--- src/rtl/envelope_bank.sv ---
// Multi-voice linear ADSR envelope generator. One shared add/clamp datapath
// visits each voice once per audio tick; note events act on any cycle.
module envelope_bank #(
  parameter int NUM_VOICES      = 8,
  parameter int AUDIO_BIT_WIDTH = 24,
  parameter int FRAC_BITS       = 8,
  parameter int SUSTAIN_WIDTH   = 7,
  parameter int TICK_DIVIDE     = 1042,
  localparam int ACC_WIDTH      = AUDIO_BIT_WIDTH + FRAC_BITS
) (
  input  logic                                  clock_50_000_000,
  input  logic                                  reset_l,
  input  logic [NUM_VOICES-1:0]                 note_on,
  input  logic [NUM_VOICES-1:0]                 note_off,
  input  logic                                  retrigger_legato,
  input  logic [ACC_WIDTH-1:0]                  attack_step,
  input  logic [ACC_WIDTH-1:0]                  decay_step,
  input  logic [ACC_WIDTH-1:0]                  release_step,
  input  logic [SUSTAIN_WIDTH-1:0]              sustain_level,
  output logic [NUM_VOICES*AUDIO_BIT_WIDTH-1:0] envelope_out,
  output logic                                  envelope_valid,
  output logic [NUM_VOICES-1:0]                 envelope_end,
  output logic [NUM_VOICES-1:0]                 voice_active
);

  localparam int COUNT_WIDTH = $clog2(TICK_DIVIDE);
  localparam int VOICE_WIDTH = (NUM_VOICES > 1) ? $clog2(NUM_VOICES) : 1;

  typedef enum logic [2:0] {
    IDLE,
    ATTACK,
    DECAY,
    SUSTAIN,
    RELEASE
  } voice_state_t;

  logic [COUNT_WIDTH-1:0]     tick_count;
  logic                       sweep_armed;
  logic                       valid_q;
  voice_state_t               state_q [NUM_VOICES];
  voice_state_t               state_d [NUM_VOICES];
  logic [ACC_WIDTH-1:0]       acc_q   [NUM_VOICES];
  logic [ACC_WIDTH-1:0]       acc_d   [NUM_VOICES];
  logic [AUDIO_BIT_WIDTH-1:0] level_q [NUM_VOICES];
  logic [AUDIO_BIT_WIDTH-1:0] level_d [NUM_VOICES];
  logic [NUM_VOICES-1:0]      end_q;
  logic [NUM_VOICES-1:0]      end_d;

  logic                       tick_wrap;
  logic                       service_en;
  logic [VOICE_WIDTH-1:0]     service_voice;
  logic [ACC_WIDTH-1:0]       sustain_target;
  voice_state_t               cur_state;
  logic [ACC_WIDTH-1:0]       cur_acc;
  logic [ACC_WIDTH:0]         attack_sum;
  logic [ACC_WIDTH:0]         decay_diff;
  logic [ACC_WIDTH:0]         release_diff;
  voice_state_t               svc_state;
  logic [ACC_WIDTH-1:0]       svc_acc;
  logic                       svc_end;

  // The sweep only starts after a full tick wrap, so a reset mid-sweep
  // produces no partial sweep and no early envelope_valid.
  assign tick_wrap      = (tick_count == COUNT_WIDTH'(TICK_DIVIDE - 1));
  assign service_en     = sweep_armed && (tick_count < COUNT_WIDTH'(NUM_VOICES));
  assign service_voice  = tick_count[VOICE_WIDTH-1:0];
  assign sustain_target = {sustain_level, {(ACC_WIDTH - SUSTAIN_WIDTH){1'b0}}};

  always_ff @(posedge clock_50_000_000 or negedge reset_l) begin
    if (!reset_l) begin
      tick_count  <= '0;
      sweep_armed <= 1'b0;
      valid_q     <= 1'b0;
      end_q       <= '0;
      for (int v = 0; v < NUM_VOICES; v++) begin
        state_q[v] <= IDLE;
        acc_q[v]   <= '0;
        level_q[v] <= '0;
      end
    end else begin
      tick_count <= tick_wrap ? '0 : tick_count + COUNT_WIDTH'(1);
      if (tick_wrap) begin
        sweep_armed <= 1'b1;
      end
      valid_q <= sweep_armed && (tick_count == COUNT_WIDTH'(NUM_VOICES));
      end_q   <= end_d;
      for (int v = 0; v < NUM_VOICES; v++) begin
        state_q[v] <= state_d[v];
        acc_q[v]   <= acc_d[v];
        level_q[v] <= level_d[v];
      end
    end
  end

  // Shared ramp datapath: one extra bit exposes carry/borrow for saturation.
  always_comb begin
    cur_state    = state_q[service_voice];
    cur_acc      = acc_q[service_voice];
    attack_sum   = {1'b0, cur_acc} + {1'b0, attack_step};
    decay_diff   = {1'b0, cur_acc} - {1'b0, decay_step};
    release_diff = {1'b0, cur_acc} - {1'b0, release_step};
    svc_state    = cur_state;
    svc_acc      = cur_acc;
    svc_end      = 1'b0;
    case (cur_state)
      ATTACK: begin
        if (attack_step == '0 || attack_sum[ACC_WIDTH] ||
            attack_sum[ACC_WIDTH-1:0] == {ACC_WIDTH{1'b1}}) begin
          svc_acc   = {ACC_WIDTH{1'b1}};
          svc_state = DECAY;
        end else begin
          svc_acc = attack_sum[ACC_WIDTH-1:0];
        end
      end
      DECAY: begin
        if (cur_acc <= sustain_target || decay_step == '0 || decay_diff[ACC_WIDTH] ||
            decay_diff[ACC_WIDTH-1:0] <= sustain_target) begin
          svc_acc   = sustain_target;
          svc_state = SUSTAIN;
        end else begin
          svc_acc = decay_diff[ACC_WIDTH-1:0];
        end
      end
      SUSTAIN: begin
        svc_acc = sustain_target;
      end
      RELEASE: begin
        if (release_step == '0 || release_diff[ACC_WIDTH] ||
            release_diff[ACC_WIDTH-1:0] == '0) begin
          svc_acc   = '0;
          svc_state = IDLE;
          svc_end   = 1'b1;
        end else begin
          svc_acc = release_diff[ACC_WIDTH-1:0];
        end
      end
      default: begin
        svc_acc = '0;
      end
    endcase
  end

  // Note events override the ramp result; the output level still refreshes
  // on the voice's own service edge.
  always_comb begin
    end_d = '0;
    for (int v = 0; v < NUM_VOICES; v++) begin
      state_d[v] = state_q[v];
      acc_d[v]   = acc_q[v];
      level_d[v] = level_q[v];
      if (service_en && service_voice == VOICE_WIDTH'(v)) begin
        state_d[v] = svc_state;
        acc_d[v]   = svc_acc;
        end_d[v]   = svc_end;
      end
      if (note_on[v]) begin
        state_d[v] = ATTACK;
        acc_d[v]   = retrigger_legato ? acc_q[v] : '0;
        end_d[v]   = 1'b0;
      end else if (note_off[v] && (state_q[v] == ATTACK || state_q[v] == DECAY ||
                                   state_q[v] == SUSTAIN)) begin
        state_d[v] = RELEASE;
        acc_d[v]   = acc_q[v];
        end_d[v]   = 1'b0;
      end
      if (service_en && service_voice == VOICE_WIDTH'(v)) begin
        level_d[v] = acc_d[v][ACC_WIDTH-1:FRAC_BITS];
      end
    end
  end

  always_comb begin
    envelope_out   = '0;
    voice_active   = '0;
    envelope_valid = valid_q;
    envelope_end   = end_q;
    for (int v = 0; v < NUM_VOICES; v++) begin
      envelope_out[v*AUDIO_BIT_WIDTH +: AUDIO_BIT_WIDTH] = level_q[v];
      voice_active[v] = (state_q[v] != IDLE);
    end
  end

endmodule

--- config.mk ---
export PLATFORM = sky130hd
export DESIGN_NAME = envelope_bank
export DESIGN_NICKNAME = d
export VERILOG_FILES = /design/src/rtl/envelope_bank.sv
export SDC_FILE = /design/constraint.sdc
export NUM_CORES = 1
export LEC_CHECK = 0
export CAP_MARGIN = 20
export CORE_MARGIN = 2
export CORE_UTILIZATION = 40
export DETAILED_ROUTE_END_ITERATION = 7
export RECOVER_POWER = 50
export SLEW_MARGIN = 10
export SYNTH_ARGS = -nofsm -noshare
export SYNTH_HDL_FRONTEND = slang
export SYNTH_SLANG_ARGS = --single-unit
--- constraint.sdc ---
create_clock -name clock_50_000_000 -period 12.7 [get_ports clock_50_000_000]
set_input_delay 2.54 -clock clock_50_000_000 [delete_from_list [all_inputs] [get_ports clock_50_000_000]]
set_output_delay 2.54 -clock clock_50_000_000 [all_outputs]
set_load 0.05 [all_outputs]
==> summary.md <==
| Metric | Value |
|---|---|
| Synth top area share | 42.6% |
| RSZ-0062 raised after global routing | no |
| DR DRC count | 0 |
| Critical path arrival | 10510 ps |
| TritonCTS buffer count | 47 |
| Crit-path slowest cell | clkbuf_1 |
| Total of max-cap violations | 7 |
| Status | finished with violations |
| Final period util | 79.7% |
| NetSw | 898 uW |
| Crit start category | flip-flop |
| Cell-internal power | 2.51 mW |
| Post-synth ARST share | 100% |
| Hold-fix buffers, CTS | 0 |
| Max-slew headroom | -165% |
| Post-DP Area | 33300 um^2 |
| Fmax | 0.0988 GHz |
| Synth area leader | dfrtp_1 |
| Worst min path class | flip-flop to flip-flop |
| Slew @ Worst Pin | 3980 ps |
| Gr busiest metal | met2 |
| Row count | 98 |
| Vias in the first global route | 26200 |
| Met1 GRT Util | 42.3% |
| Worst-path clk slew | 70 ps |
| Overall power | 3.41 mW |
| Pwr dens | 97.8 nW/um^2 |
| Mapped Cells | 3032 |
| Critical path fanouts, max | 22 |
| Sw Ratio | 26.3% |
| Yosys warnings | 0 |
| Sequential area share after synthesis | 42.6% |
| Via-to-Cell Ratio | 6.12 |
| Delay-heaviest family, CP | simple AND/OR/NAND/NOR gates |
| Leakage | 16.5 nW |
| VDD IR max | 115 uV |
| CTS tree | built |
| # setup viols final | 0 |
| Syn_area_per_cell | 9.55 um^2 |
| Fraction of layout cells with a size suffix above 1 | 11.7% |
| Hpwl dp | 96100 um |
| Logic pwr share | 10.9% |
| Final WL | 123000 um |
| Crit-path cells | clkbuf_1 -> mux4_2 -> nand2_1 -> nand2_1 -> ha_1 -> nand4_1 -> o21bai_1 -> nor2_1 -> a211oi_1 -> nor4_1 -> buf_4 -> o21a_1 -> o21ai_0 -> xnor2_1 -> ha_1 -> nand2_1 -> or4_1 -> or4_1 -> nor4_2 -> nand4_1 -> nor4_4 -> nor3b_1 -> a311oi_2 -> o21ai_0 |
| Sink Count | 493 |
| Number of input and output port buffers inserted | 330 |
| Worst EP required | 13090 ps |
| Net Count, Synth | 3276 |
| Crit end category | flip-flop |
| Synthesized area | 28900 um^2 |
| Met2 usage | 55.1% |
| Total Routing Usage GR | 32.3% |
| Gpl congestion | 0.983 |
| Top cells by area, synth | dfrtp_1, o21ai_0, nand2_1 |
| Worst path most repeated cell | nand2_1 |
| I/O pins | 331 |
| Ys flop type | dfrtp_1 |
| Drt first pass iters | 5 |
| Clk_lat worst skew | 590 ps |
| GRT overflow | 0 |
| Setup TNS | 0 ps |
| Critical Path Max Stage Delay | 1480 ps |
| Root Buffer | clkbuf_16 |
| Antenna violations before repair | 4 |
| Die Wd | 273 um |
| Detailed router's first-iteration violation count | 2368 |
| CTS Buffer Depth | 3 |
| Final ANT Viol Nets | 0 |
| Design area | 34900 um^2 |
| Clk_skew | 30.7 ps |
| Clock power frac | 42.7% |
| Total core area | 71600 um^2 |
| Post-DR wirelength/cell | 28.6 um |
| Global-route wire length before repair | 179000 um |
| Starting Density | 40.4% |
| Total vias in the final route | 26200 |
| Final min period | 10120 ps |
| CP Launch Point | tick_count[0] |
| Die footprint | 74500 um^2 |
| Slew Limit Fails | 455 |
| Worst Path Buf+Inv | 2 |
| Nets | 3544 |
| Setup bufs post-CTS | 0 |
| Layout area overhead | 20.4% |
| Number of enable flip-flop cells after synthesis | 0 |
| Post-cts repair resize count | 0 |
| Final hold violations | 0 |
| Failing checks | max-capacitance violations, max-slew violations |
| Synth Register Bits | 493 |
| Pin count of the biggest net entering global routing | 82 |
| Sequential share of power | 46.4% |
| GR Util met3 | 4.68% |
| Critical path class | flip-flop to flip-flop |
| Synth unique cells | 91 |
| Reg2reg start | tick_count[0] |
| H-tree levels | 2 |
| Die span in y | 273 um |
| Worst hold start | sweep_armed |
## area by class of cell
class | instances | area (um^2)
flip-flops and latches | 493 | 12300
fillers | 6688 | 36800
repair buffers | 395 | 3770
multi-input cells | 2256 | 15600
clock buffers | 66 | 1340
well taps | 950 | 1190
clock inverters | 18 | 235
diodes | 2 | 5.00
inverters | 107 | 402
## stage by stage
| step | util, % | hold WS [ps] | std cells | setup slack (ps) |
|---|---|---|---|---|
| 2_1_floorplan | - | 439 | 3032 | 4970 |
| 3_3_place_gp | 46.5 | 456 | 4199 | 2910 |
| 3_5_place_dp | 46.5 | 463 | 4199 | 2770 |
| 4_1_cts | 48.7 | 478 | 4283 | 3290 |
| 5_1_grt | 48.7 | 500 | 4285 | 1870 |
| 6_report | 48.7 | 479 | 4287 | 2580 |
## sequential cells by signal (all words and copies together) (netlist names)
name	count
acc_q	256
envelope_end	8
envelope_out	192
envelope_valid	1
sweep_armed	1
state_q	24
tick_count	11
## worst reg2reg max path, stage by stage, from the launching register on
cell,delay (ps)
dfrtp_1,860
clkbuf_1,1480
mux4_2,790
nand2_1,120
nand2_1,350
ha_1,560
nand4_1,140
o21bai_1,250
nor2_1,120
a211oi_1,700
nor4_1,130
buf_4,190
o21a_1,200
o21ai_0,230
xnor2_1,120
ha_1,320
nand2_1,70
or4_1,520
or4_1,430
nor4_2,140
nand4_1,190
nor4_4,730
nor3b_1,160
a311oi_2,910
o21ai_0,230
## path summary, 6_finish.rpt
check                                          to  cells past startpoint  slack (ps)
worst max register to register          acc_q[27]                     24        2580
max in group asynchronous       envelope_out[164]                      3        3300
min in group asynchronous        envelope_out[33]                      1        3160
worst min-delay path                  sweep_armed                      1         480
worst max-delay path                    acc_q[27]                     24        2580
worst min register to register        sweep_armed                      1         480
## cell families after synthesis
group | Yosys count | share of synthesized area [%]
simple gates | 946 | 15.5
compound gates | 907 | 19.9
flops | 493 | 42.6
buf+inv | 283 | 3.79
mux | 212 | 10.8
fa+ha+maj | 122 | 5.35
xor+xnor | 69 | 2.09
## Yosys cell counts, types with 11 or more instances
cell      count
mux2i_1      15
o211ai_1     19
nand3_1      48
nor4_1       43
o22ai_1      16
xor2_1       31
xnor2_1      38
clkbuf_1    144
or3_1        20
nor3_1       45
o21a_1       38
and3_1       65
inv_1       105
o21ai_0     313
a31oi_1      39
ha_1        119
nor2b_1      12
mux2_2      130
nand4_1      36
nor2_1      164
and2_1       12
nand2_1     415
nor3b_1      15
a211oi_1     18
o41ai_1      11
dfrtp_1     493
a21o_1       48
or2_2        11
a21oi_1     201
mux4_2       67
buf_2        19
nand2b_1     17
a22o_1       74
## power by group through the flow
stage	combinational (mW)	clock, mW	sequential, mW
6_report	0.371	1.46	1.58
3_3_place_gp	0.363	0	1.61
3_5_place_dp	0.364	0	1.61
5_1_grt	0.395	1.54	1.58
4_1_cts	0.367	1.47	1.58
2_1_floorplan	0.168	0	1.61
## metal layers
layer,vias up,wire (um)
met2,1129,59400
met1,13300,50200
li1,11700,-
met3,162,8540
met4,4,4370
met5,-,26
## placed cells by master, fill, tap and decap left out, types with 17 or more instances in the layout
| master | synthesis | final |
|---|---|---|
| dfrtp_1 | 493 | 492 |
| nand2_1 | 415 | 415 |
| o21ai_0 | 313 | 313 |
| dlygate4sd3_1 | 0 | 201 |
| a21oi_1 | 201 | 192 |
| nor2_1 | 164 | 164 |
| mux2_2 | 130 | 130 |
| clkdlybuf4s50_1 | 0 | 128 |
| ha_1 | 119 | 119 |
| inv_1 | 105 | 104 |
| a22o_1 | 74 | 74 |
| mux4_2 | 67 | 67 |
| and3_1 | 65 | 65 |
| buf_4 | 0 | 56 |
| a21o_1 | 48 | 48 |
| nand3_1 | 48 | 48 |
| clkbuf_16 | 0 | 48 |
| nor3_1 | 45 | 44 |
| nor4_1 | 43 | 43 |
| a31oi_1 | 39 | 39 |
| o21a_1 | 38 | 38 |
| xnor2_1 | 38 | 38 |
| nand4_1 | 36 | 36 |
| xor2_1 | 31 | 31 |
| or3_1 | 20 | 20 |
| o211ai_1 | 19 | 19 |
| nand2b_1 | 17 | 17 |
| clkbuf_1 | 144 | 17 |
(Power assumes the default switching activity.)
